<file path="config.mk">
export PLATFORM = sky130hd
export DESIGN_NAME = parallel_to_serial_flat
export DESIGN_NICKNAME = d
export VERILOG_FILES = /design/src/rtl/parallel_to_serial_if.sv /design/src/rtl/parallel_to_serial.sv /design/src/flat_wrapper.sv
export SDC_FILE = /design/constraint.sdc
export NUM_CORES = 1
export LEC_CHECK = 0
export BUFFER_PORTS_ARGS = -buffer_cell sky130_fd_sc_hd__buf_2
export CAP_MARGIN = 0
export CORE_MARGIN = 1.5
export CORE_UTILIZATION = 58
export DETAILED_ROUTE_END_ITERATION = 10
export PLACE_DENSITY = 0.81
export SYNTH_ARGS = -nofsm -noshare
export SYNTH_HDL_FRONTEND = slang
export SYNTH_SLANG_ARGS = --single-unit
</file>
<file path="constraint.sdc">
create_clock -name clk -period 3 [get_ports clk]
set_clock_uncertainty 0.05 [all_clocks]
set_input_delay 0.15 -clock clk [delete_from_list [all_inputs] [get_ports clk]]
set_output_delay 0.15 -clock clk [all_outputs]
set_load 0.005 [all_outputs]
</file>
<file path="src/rtl/parallel_to_serial_if.sv">
// Load/serial-stream bundle for parallel_to_serial; q_par exists only with P2S_PARITY_EN.
interface parallel_to_serial_if #(
  parameter int unsigned WIDTH = 8,
  parameter int unsigned BYTES = 8
);
  logic [WIDTH*BYTES-1:0] D;
  logic                   ld_valid;
  logic                   ld_ready;
  logic [WIDTH-1:0]       q_out;
  logic                   q_valid;
  logic                   q_ready;
  logic                   q_last;
  logic                   busy;
`ifdef P2S_PARITY_EN
  logic                   q_par;

  modport master (output D, ld_valid, q_ready,
                  input  ld_ready, q_out, q_valid, q_last, busy, q_par);
  modport slave  (input  D, ld_valid, q_ready,
                  output ld_ready, q_out, q_valid, q_last, busy, q_par);
`else
  modport master (output D, ld_valid, q_ready,
                  input  ld_ready, q_out, q_valid, q_last, busy);
  modport slave  (input  D, ld_valid, q_ready,
                  output ld_ready, q_out, q_valid, q_last, busy);
`endif
endinterface

</file>
<file path="src/rtl/parallel_to_serial.sv">
// Byte serialiser: loads a BYTES*WIDTH word and emits it lowest symbol first over valid/ready.
// Optional even-parity output q_par is enabled by defining P2S_PARITY_EN.
module parallel_to_serial #(
  parameter int unsigned WIDTH = 8,
  parameter int unsigned BYTES = 8
) (
  input  logic                 clk,
  input  logic                 reset,
  parallel_to_serial_if.slave  bus
);

  localparam int unsigned DATA_W = WIDTH * BYTES;
  localparam int unsigned IDX_W  = (BYTES > 1) ? $clog2(BYTES) : 1;
  localparam logic [IDX_W-1:0] LAST_IDX = IDX_W'(BYTES - 1);

  typedef enum logic {IDLE = 1'b0, SEND = 1'b1} state_t;

  state_t             state, state_n;
  logic [DATA_W-1:0]  shreg, shreg_n;
  logic [IDX_W-1:0]   byte_idx, byte_idx_n;
  logic [WIDTH-1:0]   q_out_r, q_out_n;
  logic               q_valid_r, q_valid_n;
  logic               q_last_r, q_last_n;
  logic               ld_ready_c;
  logic               xfer_c;
  logic               load_c;

  // State and datapath registers; reset discards any word in flight
  always_ff @(posedge clk or negedge reset) begin
    if (!reset) begin
      state     <= IDLE;
      shreg     <= '0;
      byte_idx  <= '0;
      q_out_r   <= '0;
      q_valid_r <= 1'b0;
      q_last_r  <= 1'b0;
    end else begin
      state     <= state_n;
      shreg     <= shreg_n;
      byte_idx  <= byte_idx_n;
      q_out_r   <= q_out_n;
      q_valid_r <= q_valid_n;
      q_last_r  <= q_last_n;
    end
  end

  // Next-state: a load also covers the back-to-back case on the final beat
  always_comb begin
    state_n    = state;
    shreg_n    = shreg;
    byte_idx_n = byte_idx;
    q_out_n    = q_out_r;
    q_valid_n  = q_valid_r;
    xfer_c     = q_valid_r && bus.q_ready;
    ld_ready_c = (state == IDLE) || (xfer_c && q_last_r);
    load_c     = bus.ld_valid && ld_ready_c;

    if (load_c) begin
      shreg_n    = bus.D;
      q_out_n    = bus.D[WIDTH-1:0];
      q_valid_n  = 1'b1;
      byte_idx_n = '0;
      state_n    = SEND;
    end else if ((state == SEND) && xfer_c) begin
      if (byte_idx != LAST_IDX) begin
        shreg_n    = shreg >> WIDTH;
        q_out_n    = shreg_n[WIDTH-1:0];
        byte_idx_n = byte_idx + IDX_W'(1);
      end else begin
        q_valid_n = 1'b0;
        q_out_n   = '0;
        state_n   = IDLE;
      end
    end

    q_last_n = q_valid_n && (byte_idx_n == LAST_IDX);
  end

  assign bus.ld_ready = ld_ready_c;
  assign bus.q_out    = q_out_r;
  assign bus.q_valid  = q_valid_r;
  assign bus.q_last   = q_last_r;
  assign bus.busy     = (state == SEND);

`ifdef P2S_PARITY_EN
  logic q_par_r;

  // q_out is zero whenever q_valid is low, so its parity is zero then too
  always_ff @(posedge clk or negedge reset) begin
    if (!reset) q_par_r <= 1'b0;
    else        q_par_r <= ^q_out_n;
  end

  assign bus.q_par = q_par_r;
`endif

endmodule

</file>
<file path="src/flat_wrapper.sv">
// flat-port wrapper written by rule: the top's interface ports become plain ports
module parallel_to_serial_flat 
#(
  parameter int unsigned WIDTH = 8,
  parameter int unsigned BYTES = 8
)
  (clk, reset, bus_D, bus_ld_valid, bus_q_ready, bus_ld_ready, bus_q_out, bus_q_valid, bus_q_last, bus_busy);
  parallel_to_serial_if #(.WIDTH(WIDTH), .BYTES(BYTES)) bus_i ();
  input  logic clk;
  input  logic reset;
  input wire logic [$bits(bus_i.D)-1:0] bus_D;
  input wire logic [$bits(bus_i.ld_valid)-1:0] bus_ld_valid;
  input wire logic [$bits(bus_i.q_ready)-1:0] bus_q_ready;
  output wire logic [$bits(bus_i.ld_ready)-1:0] bus_ld_ready;
  output wire logic [$bits(bus_i.q_out)-1:0] bus_q_out;
  output wire logic [$bits(bus_i.q_valid)-1:0] bus_q_valid;
  output wire logic [$bits(bus_i.q_last)-1:0] bus_q_last;
  output wire logic [$bits(bus_i.busy)-1:0] bus_busy;
  assign bus_i.D = bus_D;
  assign bus_i.ld_valid = bus_ld_valid;
  assign bus_i.q_ready = bus_q_ready;
  assign bus_ld_ready = bus_i.ld_ready;
  assign bus_q_out = bus_i.q_out;
  assign bus_q_valid = bus_i.q_valid;
  assign bus_q_last = bus_i.q_last;
  assign bus_busy = bus_i.busy;
  parallel_to_serial #(.WIDTH(WIDTH), .BYTES(BYTES)) u_core (.clk(clk), .reset(reset), .bus(bus_i));
endmodule
</file>
==> flow_summary.rst, run 1 <==
.. list-table::
   :header-rows: 1

   * - Metric
     - Value
   * - Met2 Resource Use GR
     - a little under half
   * - Cell-by-cell listing of the critical path
     - nand3_2 -> buf_4 -> o21ai_0 -> a31oi_1
   * - Global-route wire length before repair
     - ~15 mm
   * - Number of DRC violations after detailed routing
     - 0
   * - Most common library cell in the layout ignoring fill and taps
     - sky130_fd_sc_hd__buf_2
   * - Clk_lat worst skew
     - approximately 340 ps
   * - Power density over cell area
     - roughly 860 nW/um^2
   * - I/O Buffers
     - 79
   * - Unrepaired setup endpoints after global routing
     - false
   * - Library cell with the largest summed area after synthesis
     - sky130_fd_sc_hd__dfrtp_1
   * - Floorplan Core Area
     - around 6000 sq um
   * - Number of nets in the layout
     - 507
   * - I/O Pins
     - 80
   * - Flip-flop cell with the highest count after synthesis
     - sky130_fd_sc_hd__dfrtp_1
   * - Mean routed wirelength per cell
     - 18.2 microns
   * - Total die area
     - approximately 6700 sq um
   * - Share of the clock period used by the worst path
     - 73.8%
   * - Achievable Freq
     - ~0.45 GHz
   * - Synth area leaders
     - sky130_fd_sc_hd__dfrtp_1, sky130_fd_sc_hd__a211oi_1, sky130_fd_sc_hd__a31oi_1, sky130_fd_sc_hd__nand3_1, sky130_fd_sc_hd__o21ai_0
   * - Min Clock Period, post-route
     - 2210 ps
   * - Critical path data arrival time
     - 2350 ps
   * - Cell count after synthesis
     - approximately 380
   * - Data required time at the worst endpoint
     - between 3000 and 4000 ps
   * - RD Place Congestion
     - between 0.7 and 0.8
   * - Die Span Y
     - 81.6 microns
   * - Grt total ovfl
     - 0
   * - Max IR drop VDD
     - between 0.4 and 0.5 mV
   * - TritonCTS clock tree
     - done
   * - Die W
     - 81.6 microns
   * - Number of enable flip-flop cells after synthesis
     - 0
   * - Kind of end point of the critical path
     - flip-flop
   * - Number of library cell types mapped by synthesis
     - 27
   * - Cell row count
     - 28
   * - Setup CP Type
     - reg2reg
   * - Number of buffers and inverters on the critical path
     - 1
   * - Syn_nets
     - about 450
   * - Syn-to-layout area delta
     - 17.7%
   * - Sequential element share of the synthesized area
     - around 49%
   * - Antenna Nets Post-Route
     - 0
   * - Register bit total from synthesis
     - 70
   * - Hold violation count in the final report
     - 0
   * - Relative max-transition margin
     - about a third
   * - Deepest level of the CTS H-tree
     - 3
   * - Most frequent cells in the layout
     - sky130_fd_sc_hd__buf_2, sky130_fd_sc_hd__dfrtp_1, sky130_fd_sc_hd__nand3_1
   * - Via total after detailed routing
     - ~3,400
   * - Max-cap violations
     - 0
   * - Setup Viol. Count Final
     - 0
   * - Root buffer cell
     - sky130_fd_sc_hd__clkbuf_8
   * - Number of clock sinks
     - 70
   * - Overall routing resource usage
     - between 30% and 40%
   * - First-pass iteration count of the detailed router
     - 4
   * - Worst min path class
     - in2reg
   * - Ratio of routed vias to standard cells
     - around 6.6
   * - Transition time of the tightest slew-check pin
     - approximately 1000 ps
   * - Max clock buf depth
     - 2
   * - Critical-path maximum fanout
     - 33
   * - Starting Density
     - approximately three fifths
   * - Critical-path top delay cell
     - sky130_fd_sc_hd__dfrtp_2
   * - Number of clock buffers inserted by TritonCTS
     - 9
   * - Synth top area share
     - 48.9%
   * - Final-layout setup total negative slack
     - 0 ps
   * - Cell family with the largest share of critical-path delay
     - flip-flops
   * - Run status
     - complete, no violations
   * - Smallest hold slack
     - roughly 20 ps
   * - Number of antenna violations at the first check in global routing
     - 0
   * - Mean cell area of the mapped netlist
     - ~9.5 sq um
   * - Final Util
     - a little over two thirds
   * - Share of synthesized flip-flops with an asynchronous set or reset
     - 100%
   * - Yosys warning count
     - 0
   * - Startpoint Class
     - flip-flop
   * - Final wirelength
     - between 9 and 10 mm
   * - Clk pin slew, worst setup/hold paths
     - around 70 ps
   * - Final Max Slew Viols
     - 0
   * - Maximum number of pins on one net before global-route repair
     - a little under 50
   * - Post-CTS setup buffers
     - 0
   * - Ant. Diodes
     - 0
   * - Vias in the first global route
     - about 3,200
   * - DPL Wire Length
     - 5.85 mm
   * - Initial detailed-routing violation count
     - about 380
   * - Share of cells above drive strength 1
     - roughly a quarter
   * - Leakage power summed over all cells
     - between 0.0015 and 0.002 uW
   * - GR Layer Usage met3
     - 5.67%
   * - Met1 routing resource usage after global routing
     - a little over two fifths
   * - Most utilized layer in the global route result
     - met2
   * - Largest stage delay on the critical path
     - approximately 650 ps
   * - Post-Syn Area
     - between 3000 and 4000 sq um
-- stage by stage --
step	area [sq um]	cells	total power (uW)	setup WS, ps
after floorplan	3580	377	2540	1400
after global placement	3960	493	2850	931
after detailed placement	3960	493	2930	829
after CTS	4220	517	3610	820
after global routing	4220	517	3890	583
final	4220	517	3620	787
-- cells by family (layout without fill, tap and decap cells) --
family,after synthesis,after routing,synth area share [%]
DFF,70,70,48.9
AOI/OAI and AO/OA,179,179,32.9
and+or+nand+nor,75,75,10.7
adders and majority gates,1,1,0.349
buffers and inverters,51,116,6.88
xor gates and xnor gates,1,1,0.245
-- synthesized netlist by cell type (all sizes together) (2+ instances only) --
cell and n:
nor2 2, a31oi 48, clkbuf 29, buf 21, a211oi 57, a22o 8, a21oi 5, dfrtp 70
nand2 7, o21ai 52, nand3 60, a2bb2oi 8
-- power by group --
| part | total (uW) | internal, uW | switching (uW) |
|---|---|---|---|
| registers | 1660 | 1380 | 276 |
| logic | 1290 | 565 | 725 |
| clock network | 679 | 341 | 338 |
| total | 3620 | 2290 | 1340 |
-- cell type report --
type	count	area (sq um)
Clock buffer	14	163
Clock inverter	1	5.00
Fill cell	480	1740
Inverter	1	3.75
Multi-Input combinational cell	256	1600
Sequential cell	70	1750
Tap cell	75	93.8
Timing Repair Buffer	100	601
-- registers in the layout, indices dropped and copies added, names as in the netlist --
| register | cells |
|---|---|
| u_core.bus.q_out | 8 |
| u_core.bus.q_last | 1 |
| u_core.byte_idx | 3 |
| u_core.bus.q_valid | 1 |
| u_core.bus.busy | 1 |
| u_core.shreg | 56 |
-- routing by layer --
metal	up-vias	routed length (microns)	part of all wire, %
met5	-	0	0
met3	12	525	5.6
met1	1676	4070	43
li1	1589	-	-
met2	127	4680	50
met4	0	132	1.4
-- timing repair --
| action | 4_1_cts | 5_1_grt |
|---|---|---|
| endpoints found under the hold margin | 40 | 0 |
| gates resized for setup | 0 | 0 |
| hold buffers | 9 | 0 |
-- worst paths after layout --
check | from | endpoint | slack [ps] | cells after the start
min | bus_D[1] | u_core.bus.q_out[1]$_DFFE_PN0P_ | 20 | 2
min in group asynchronous | reset | u_core.bus.q_out[1]$_DFFE_PN0P_ | 370 | 2
max in group asynchronous | reset | u_core.shreg[11]$_DFFE_PN0P_ | 1770 | 3
max reg2reg | u_core.bus.busy$_DFFE_PN0P_ | u_core.shreg[10]$_DFFE_PN0P_ | 790 | 4
max | u_core.bus.busy$_DFFE_PN0P_ | u_core.shreg[10]$_DFFE_PN0P_ | 790 | 4
min reg2reg | u_core.shreg[60]$_DFFE_PN0P_ | u_core.shreg[60]$_DFFE_PN0P_ | 460 | 1
(Power assumes the default switching activity.)
==> inputs of run 2 (changes only) <==
--- a/config.mk
+++ b/config.mk
@@ -8,9 +8,9 @@
 export BUFFER_PORTS_ARGS = -buffer_cell sky130_fd_sc_hd__buf_2
 export CAP_MARGIN = 0
 export CORE_MARGIN = 1.5
-export CORE_UTILIZATION = 58
+export CORE_UTILIZATION = 54
 export DETAILED_ROUTE_END_ITERATION = 10
-export PLACE_DENSITY = 0.81
+export PLACE_DENSITY = 0.76
 export SYNTH_ARGS = -nofsm -noshare
 export SYNTH_HDL_FRONTEND = slang
 export SYNTH_SLANG_ARGS = --single-unit
==> constraint.sdc (replaced) <==
create_clock -name clk -period 2.2 [get_ports clk]
set_clock_uncertainty 0.05 [all_clocks]
set_input_delay 0.11 -clock clk [delete_from_list [all_inputs] [get_ports clk]]
set_output_delay 0.11 -clock clk [all_outputs]
set_load 0.005 [all_outputs]
==> run 2 against run 1 <==
Effect of this change: via count is 3.5% higher; combinational power is 46% higher; wire length is 3.1% higher; design area is 8.6% higher; register-to-register slack worse by 560 ps; critical path depth stayed put; flip-flop and latch count stayed put; first-iteration DRC count is 13% lower; power is 38% higher; global-route usage is 2.1 points lower; worst setup slack worse by 560 ps; sequential share of layout area is 3.3 points lower; largest cell class unchanged; highest routed layer unchanged.
==> flow_summary.rst, run 2 (same netlist as run 1, synthesis figures left out) <==
.. list-table::
   :header-rows: 1

   * - Metric
     - Value
   * - RD Place Congestion
     - approximately 0.83
   * - Max clock buf depth
     - 2
   * - First-pass iteration count of the detailed router
     - 5
   * - Share of the clock period used by the worst path
     - 89.5%
   * - Data required time at the worst endpoint
     - between 2000 and 2500 ps
   * - Critical-path top delay cell
     - sky130_fd_sc_hd__nor2b_1
   * - Flip-flop count of the largest register, all copies and words added
     - between 50 and 60
   * - Run status
     - complete, no violations
   * - Largest stage delay on the critical path
     - ~750 ps
   * - I/O Buffers
     - 79
   * - Mean routed wirelength per cell
     - between 15 and 20 microns
   * - Number of cells in the finished layout apart from fillers
     - 554
   * - Transition time of the tightest slew-check pin
     - around 950 ps
   * - Worst min path class
     - in2reg
   * - Floorplan Core Area
     - between 6000 and 7000 sq um
   * - Total internal power
     - between 3000 and 4000 uW
   * - Sw Pwr
     - about 1800 uW
   * - Register containing the most flip-flops in the final layout
     - u_core.shreg
   * - Die Span Y
     - 84.4 microns
   * - Root buffer cell
     - sky130_fd_sc_hd__clkbuf_8
   * - Number of antenna violations at the first check in global routing
     - 0
   * - Total power draw
     - approximately 5000 uW
   * - Maximum number of pins on one net before global-route repair
     - 53
   * - Reg-to-reg setup timing slack
     - ~230 ps
   * - Share of cells above drive strength 1
     - around a quarter
   * - Most frequent cells in the layout
     - sky130_fd_sc_hd__buf_2, sky130_fd_sc_hd__dfrtp_1, sky130_fd_sc_hd__nand3_1
   * - Initial detailed-routing violation count
     - approximately 340
   * - Startpoint Class
     - flip-flop
   * - Max IR drop VDD
     - between 0.5 and 0.6 mV
   * - I/O Pins
     - 80
   * - Relative max-transition margin
     - 36.2%
   * - Cell-by-cell listing of the critical path
     - nor2b_1 -> nor2_4 -> buf_12 -> a2bb2oi_1
   * - Number of buffers and inverters on the critical path
     - 1
   * - Placed cell count
     - 500
   * - Total die area
     - 7130 sq um
   * - TritonCTS clock tree
     - done
   * - Deepest level of the CTS H-tree
     - 3
   * - Setup CP Type
     - reg2reg
   * - Final Max Slew Viols
     - 0
   * - Antenna Nets Post-Route
     - 0
   * - Smallest hold slack
     - approximately 0.85 ps
   * - Number of DRC violations after detailed routing
     - 0
   * - Critical-path maximum fanout
     - 48
   * - Combinational Power Share
     - between 30 and 40%
   * - Hold violation count in the final report
     - 0
   * - Final wirelength
     - around 9.7 mm
   * - DPL Wire Length
     - roughly 6 mm
   * - Most common library cell in the layout ignoring fill and taps
     - sky130_fd_sc_hd__buf_2
   * - Min Clock Period, post-route
     - 1970 ps
   * - Clk_lat worst skew
     - 350 ps
   * - Sequential fraction of design power
     - ~44%
   * - Leakage power summed over all cells
     - ~0.0019 uW
   * - Power density over cell area
     - around 1100 nW/um^2
   * - Grt total ovfl
     - 0
   * - Kind of end point of the critical path
     - flip-flop
   * - Vias in the first global route
     - 3,352
   * - Cell family with the largest share of critical-path delay
     - simple AND/OR/NAND/NOR gates
   * - Die W
     - about 84 microns
   * - Syn-to-layout area delta
     - 27.8%
   * - Achievable Freq
     - about 0.5 GHz
   * - Clock power frac
     - between 10% and 20%
   * - Final Util
     - 71.7%
   * - Unrepaired setup endpoints after global routing
     - false
   * - Ratio of routed vias to standard cells
     - ~6.4
   * - Clk pin slew, worst setup/hold paths
     - about 70 ps
   * - Setup Viol. Count Final
     - 0
   * - Critical path data arrival time
     - 2130 ps
   * - Final-layout setup total negative slack
     - 0 ps
   * - Cell row count
     - 29
   * - Number of clock buffers inserted by TritonCTS
     - 9
   * - Number of clock sinks
     - 70
   * - Global-route wire length before repair
     - 16.4 mm
   * - Via total after detailed routing
     - 3,524
   * - Ant. Diodes
     - 0
   * - Overall routing resource usage
     - approximately 29%
   * - Max-cap violations
     - 0
   * - Number of nets in the layout
     - approximately 540
   * - Starting Density
     - between 50% and 60%
   * - Switching part of the total
     - between 30% and 40%
run 2: cell count changes in the layout (fill, tap and decap cells not counted):
cell                            delta
sky130_fd_sc_hd__clkbuf_1          +2
sky130_fd_sc_hd__clkbuf_8          -1
sky130_fd_sc_hd__dlygate4sd3_1    +29
sky130_fd_sc_hd__buf_4             +2
sky130_fd_sc_hd__buf_12            +3
run 2: power by group through the flow:
stage                     Combinational [uW]  Clock, uW  Sequential [uW]
final                                   1880        900             2220
after detailed placement                1810          0             2230
after floorplan                         1330          0             2130
after CTS                               1860        909             2200
after global routing                    2100        987             2280
after global placement                  1750          0             2210
run 2: per-layer routing:
metal,up-vias,part of all wire (%),GRT usage (%)
li1,1650,-,-
met1,1697,43,39.9
met4,0,1.7,7.92
met3,16,6.7,6.59
met2,161,49,45.1
met5,-,0,0
run 2: path summary, 6_finish.rpt:
check                                        startpoint  cells past startpoint                              end
max                         u_core.bus.busy$_DFFE_PN0P_                      4  u_core.bus.q_out[7]$_DFFE_PN0P_
min                                           bus_D[49]                      3     u_core.shreg[49]$_DFFE_PN0P_
max reg2reg                 u_core.bus.busy$_DFFE_PN0P_                      4  u_core.bus.q_out[7]$_DFFE_PN0P_
min reg2reg                u_core.shreg[57]$_DFFE_PN0P_                      1     u_core.shreg[57]$_DFFE_PN0P_
max in group asynchronous                         reset                      3     u_core.shreg[45]$_DFFE_PN0P_
min in group asynchronous                         reset                      2      u_core.shreg[8]$_DFFE_PN0P_
run 2: what timing repair did:
action | in CTS | in global routing
buffers inserted | 0 | 0
hold buffers | 37 | 1
gates resized for setup | 0 | 0
hold endpoints to repair | 106 | 1
run 2: layout make-up:
class                   instances  area, sq um
fillers                       508         1810
flip-flops and latches         70         1750
multi-input cells             256         1600
repair buffers                134          966
clock buffers                  15          156
well taps                      77         96.3
clock inverters                 1         5.00
inverters                       1         3.75
run 2: worst reg2reg max path, stage by stage (launching register included):
cell and delay [ps]:
sky130_fd_sc_hd__dfrtp_2 440, sky130_fd_sc_hd__nor2b_1 750, sky130_fd_sc_hd__nor2_4 190, sky130_fd_sc_hd__buf_12 260
sky130_fd_sc_hd__a2bb2oi_1 160
run 2: per-stage QoR:
stage	setup slack [ps]	cell area, sq um
after global routing	105	4580
after detailed placement	267	4040
after floorplan	604	3580
after global placement	346	4040
final	231	4580
after CTS	262	4570
==> inputs of run 3 (changes only) <==
--- a/config.mk
+++ b/config.mk
@@ -5,12 +5,13 @@
 export SDC_FILE = /design/constraint.sdc
 export NUM_CORES = 1
 export LEC_CHECK = 0
+export ABC_AREA = 1
 export BUFFER_PORTS_ARGS = -buffer_cell sky130_fd_sc_hd__buf_2
 export CAP_MARGIN = 0
 export CORE_MARGIN = 1.5
-export CORE_UTILIZATION = 54
+export CORE_UTILIZATION = 53
 export DETAILED_ROUTE_END_ITERATION = 10
-export PLACE_DENSITY = 0.76
+export PLACE_DENSITY = 0.75
 export SYNTH_ARGS = -nofsm -noshare
 export SYNTH_HDL_FRONTEND = slang
 export SYNTH_SLANG_ARGS = --single-unit
==> run 3 against run 2 <==
Effect of this change: non-clock buffer count is 13 higher; highest routed layer unchanged; wire length is 14% lower; die area is 7.9% lower; critical endpoint is now u_core.shreg[19]$_DFFE_PN0P_.
==> flow_summary.rst, run 3 <==
.. list-table::
   :header-rows: 1

   * - Metric
     - Value
   * - Global-route wire length before repair
     - about 14 mm
   * - Number of enable flip-flop cells after synthesis
     - 0
   * - Share of synthesized flip-flops with an asynchronous set or reset
     - 100%
   * - Most common library cell in the layout ignoring fill and taps
     - sky130_fd_sc_hd__nand2_1
   * - Data required time at the worst endpoint
     - approximately 2400 ps
   * - Flip-flop count of the largest register, all copies and words added
     - between 50 and 60
   * - Root buffer cell
     - sky130_fd_sc_hd__clkbuf_8
   * - Worst min path class
     - in2reg
   * - Cell-by-cell listing of the critical path
     - ha_1 -> nand2_1 -> nand2_2 -> buf_4 -> nand2_1 -> a31oi_1
   * - Number of buffers inserted by hold repair at cts
     - 59
   * - Register bit total from synthesis
     - 70
   * - Non-Filler Cell Area, Final
     - between 4000 and 5000 sq um
   * - TritonCTS clock tree
     - done
   * - Final wirelength
     - approximately 8.4 mm
   * - Final-layout setup total negative slack
     - 0 ps
   * - Relative max-transition margin
     - approximately 62%
   * - Unrepaired setup endpoints after global routing
     - false
   * - CP Depth
     - 6
   * - Number of cells on the worst hold path
     - 3
   * - Yosys warning count
     - 0
   * - Share of cells above drive strength 1
     - about a fifth
   * - I/O Pins
     - 80
   * - Library cell with the largest summed area after synthesis
     - sky130_fd_sc_hd__dfrtp_1
   * - Count of instances resized after the clock tree is built
     - 0
   * - Initial detailed-routing violation count
     - roughly 200
   * - Critical path data arrival time
     - 2090 ps
   * - Ant. Diodes
     - 0
   * - Sequential element share of the synthesized area
     - a little over half
   * - First-pass iteration count of the detailed router
     - 4
   * - Die Span Y
     - between 80 and 90 microns
   * - Maximum number of pins on one net before global-route repair
     - 48
   * - Achievable Freq
     - between 0.5 and 0.6 GHz
   * - Floorplan Core Area
     - between 5000 and 6000 sq um
   * - Die W
     - between 80 and 90 microns
   * - Number of clock sinks
     - 70
   * - Synth area leaders
     - sky130_fd_sc_hd__dfrtp_1, sky130_fd_sc_hd__nand2_1, sky130_fd_sc_hd__nand3_1, sky130_fd_sc_hd__a31oi_1, sky130_fd_sc_hd__nor2_1
   * - R2R depth
     - 6
   * - Crit path top cell by count
     - sky130_fd_sc_hd__nand2_1
   * - Hold violation count in the final report
     - 0
   * - Power density over cell area
     - 1170 nW/um^2
   * - Number of antenna violations at the first check in global routing
     - 0
   * - Number of clock buffers inserted by TritonCTS
     - 9
   * - Cell family with the largest share of critical-path delay
     - simple AND/OR/NAND/NOR gates
   * - Mean cell area of the mapped netlist
     - about 8.4 sq um
   * - Post-Syn Area
     - 3230 sq um
   * - Total die area
     - 6560 sq um
   * - Register containing the most flip-flops in the final layout
     - u_core.shreg
   * - Largest stage delay on the critical path
     - just under 400 ps
   * - Min Clock Period, post-route
     - 1890 ps
   * - Cell count after synthesis
     - roughly 380
   * - Max clock buf depth
     - 2
   * - Grt total ovfl
     - 0
   * - Number of library cell types mapped by synthesis
     - 20
   * - Ratio of routed vias to standard cells
     - between 5 and 6
   * - Max-cap violations
     - 0
   * - Vias in the first global route
     - roughly 3,100
   * - Via total after detailed routing
     - approximately 3,100
   * - Number of buffers and inverters on the critical path
     - 1
   * - Starting Density
     - between 50% and 60%
   * - Setup CP Type
     - reg2reg
   * - Critical-path maximum fanout
     - 28
   * - Overall routing resource usage
     - 27.7%
   * - Share of the clock period used by the worst path
     - a little under nine tenths
   * - Mean routed wirelength per cell
     - roughly 14 microns
   * - Deepest level of the CTS H-tree
     - 3
   * - Syn-to-layout area delta
     - 38.5%
   * - DPL Wire Length
     - 4.89 mm
   * - Transition time of the tightest slew-check pin
     - about 570 ps
   * - Dominant cell by count in the synthesized netlist
     - sky130_fd_sc_hd__nand2_1
   * - Clk pin slew, worst setup/hold paths
     - approximately 70 ps
   * - Cell row count
     - 28
   * - Smallest hold slack
     - between 10 and 15 ps
   * - Max IR drop VDD
     - between 0.7 and 0.8 mV
   * - Clk_lat worst skew
     - 340 ps
   * - I/O Buffers
     - 79
   * - Syn_nets
     - 451
   * - Number of DRC violations after detailed routing
     - 0
   * - Placed Area
     - around 3600 sq um
   * - Most frequent cells in the layout
     - sky130_fd_sc_hd__nand2_1, sky130_fd_sc_hd__buf_2, sky130_fd_sc_hd__nand3_1
   * - Synth cell count leaders
     - sky130_fd_sc_hd__nand2_1, sky130_fd_sc_hd__nand3_1, sky130_fd_sc_hd__dfrtp_1
   * - Number of nets in the layout
     - 581
   * - Leakage power summed over all cells
     - 0.00222 uW
   * - RD Place Congestion
     - roughly 0.80
   * - Antenna Nets Post-Route
     - 0
   * - Flip-flop cell with the highest count after synthesis
     - sky130_fd_sc_hd__dfrtp_1
   * - Critical-path top delay cell
     - sky130_fd_sc_hd__nand2_2
   * - Startpoint Class
     - flip-flop
   * - Post-CTS setup buffers
     - 0
   * - Final Max Slew Viols
     - 0
   * - Setup Viol. Count Final
     - 0
   * - Kind of end point of the critical path
     - flip-flop
   * - Synth top area share
     - a little over half
   * - Run status
     - complete, no violations
-- run 3: worst paths after layout --
check                                        startpoint                      endpoint  slack, ps
max in group asynchronous                         reset  u_core.shreg[44]$_DFFE_PN0P_       1210
hold / removal                                bus_D[31]  u_core.shreg[31]$_DFFE_PN0P_         10
setup reg to reg           u_core.byte_idx[0]$_DFF_PN0_  u_core.shreg[19]$_DFFE_PN0P_        310
min in group asynchronous                         reset  u_core.shreg[23]$_DFFE_PN0P_        250
setup / recovery           u_core.byte_idx[0]$_DFF_PN0_  u_core.shreg[19]$_DFFE_PN0P_        310
hold reg to reg            u_core.shreg[63]$_DFFE_PN0P_  u_core.shreg[63]$_DFFE_PN0P_        460
-- run 3: metal layers --
metal	vias up	GRT usage, %	share of wire, %
met4	0	12.9	1.7
met1	1440	33.8	42
met2	88	47.0	51
li1	1534	-	-
met5	-	0	0
met3	15	5.96	4.8
-- run 3: kinds of logic (layout without fill, tap and decap cells) --
| family | Yosys count | in the layout | share of synthesized area, % |
|---|---|---|---|
| AND/OR/NAND/NOR | 227 | 227 | 30.1 |
| flip-flops | 70 | 70 | 54.3 |
| AO/OA/AOI/OAI | 43 | 43 | 7.99 |
| buffers and inverters | 41 | 176 | 7.25 |
| adder cells (fa/ha/maj) | 1 | 1 | 0.388 |
-- run 3: worst reg2reg max path, delay by kind of cell (launching register included) --
kind | cells | cell delay [ps]
AND/OR/NAND/NOR | 3 | 620
flip-flops | 1 | 380
buffers and inverters | 1 | 380
adder cells (fa/ha/maj) | 1 | 200
AO/OA/AOI/OAI | 1 | 180
-- run 3: cell type report --
type,count,area [sq um]
flip-flops and latches,70,1750
fillers,434,1420
multi-input cells,271,1250
repair buffers,147,1090
clock buffers,13,169
well taps,75,93.8
clock inverters,3,65.1
inverters,13,48.8
-- run 3: per-stage QoR --
stage | instances | total power [uW] | worst slack (ps) | utilization [%]
after floorplan | 382 | 3470 | 738 | -
after global placement | 517 | 3870 | 452 | 61.9
after detailed placement | 517 | 3960 | 334 | 61.9
after CTS | 592 | 5230 | 321 | 75.9
after global routing | 592 | 5620 | 138 | 75.9
final | 592 | 5230 | 308 | 75.9
-- run 3: where the power goes --
group	internal, uW	switching (uW)	leakage [uW]	total (uW)
clock network	731	468	0.000120	1200
logic	767	1030	0.00122	1800
registers	1890	343	0.000881	2230
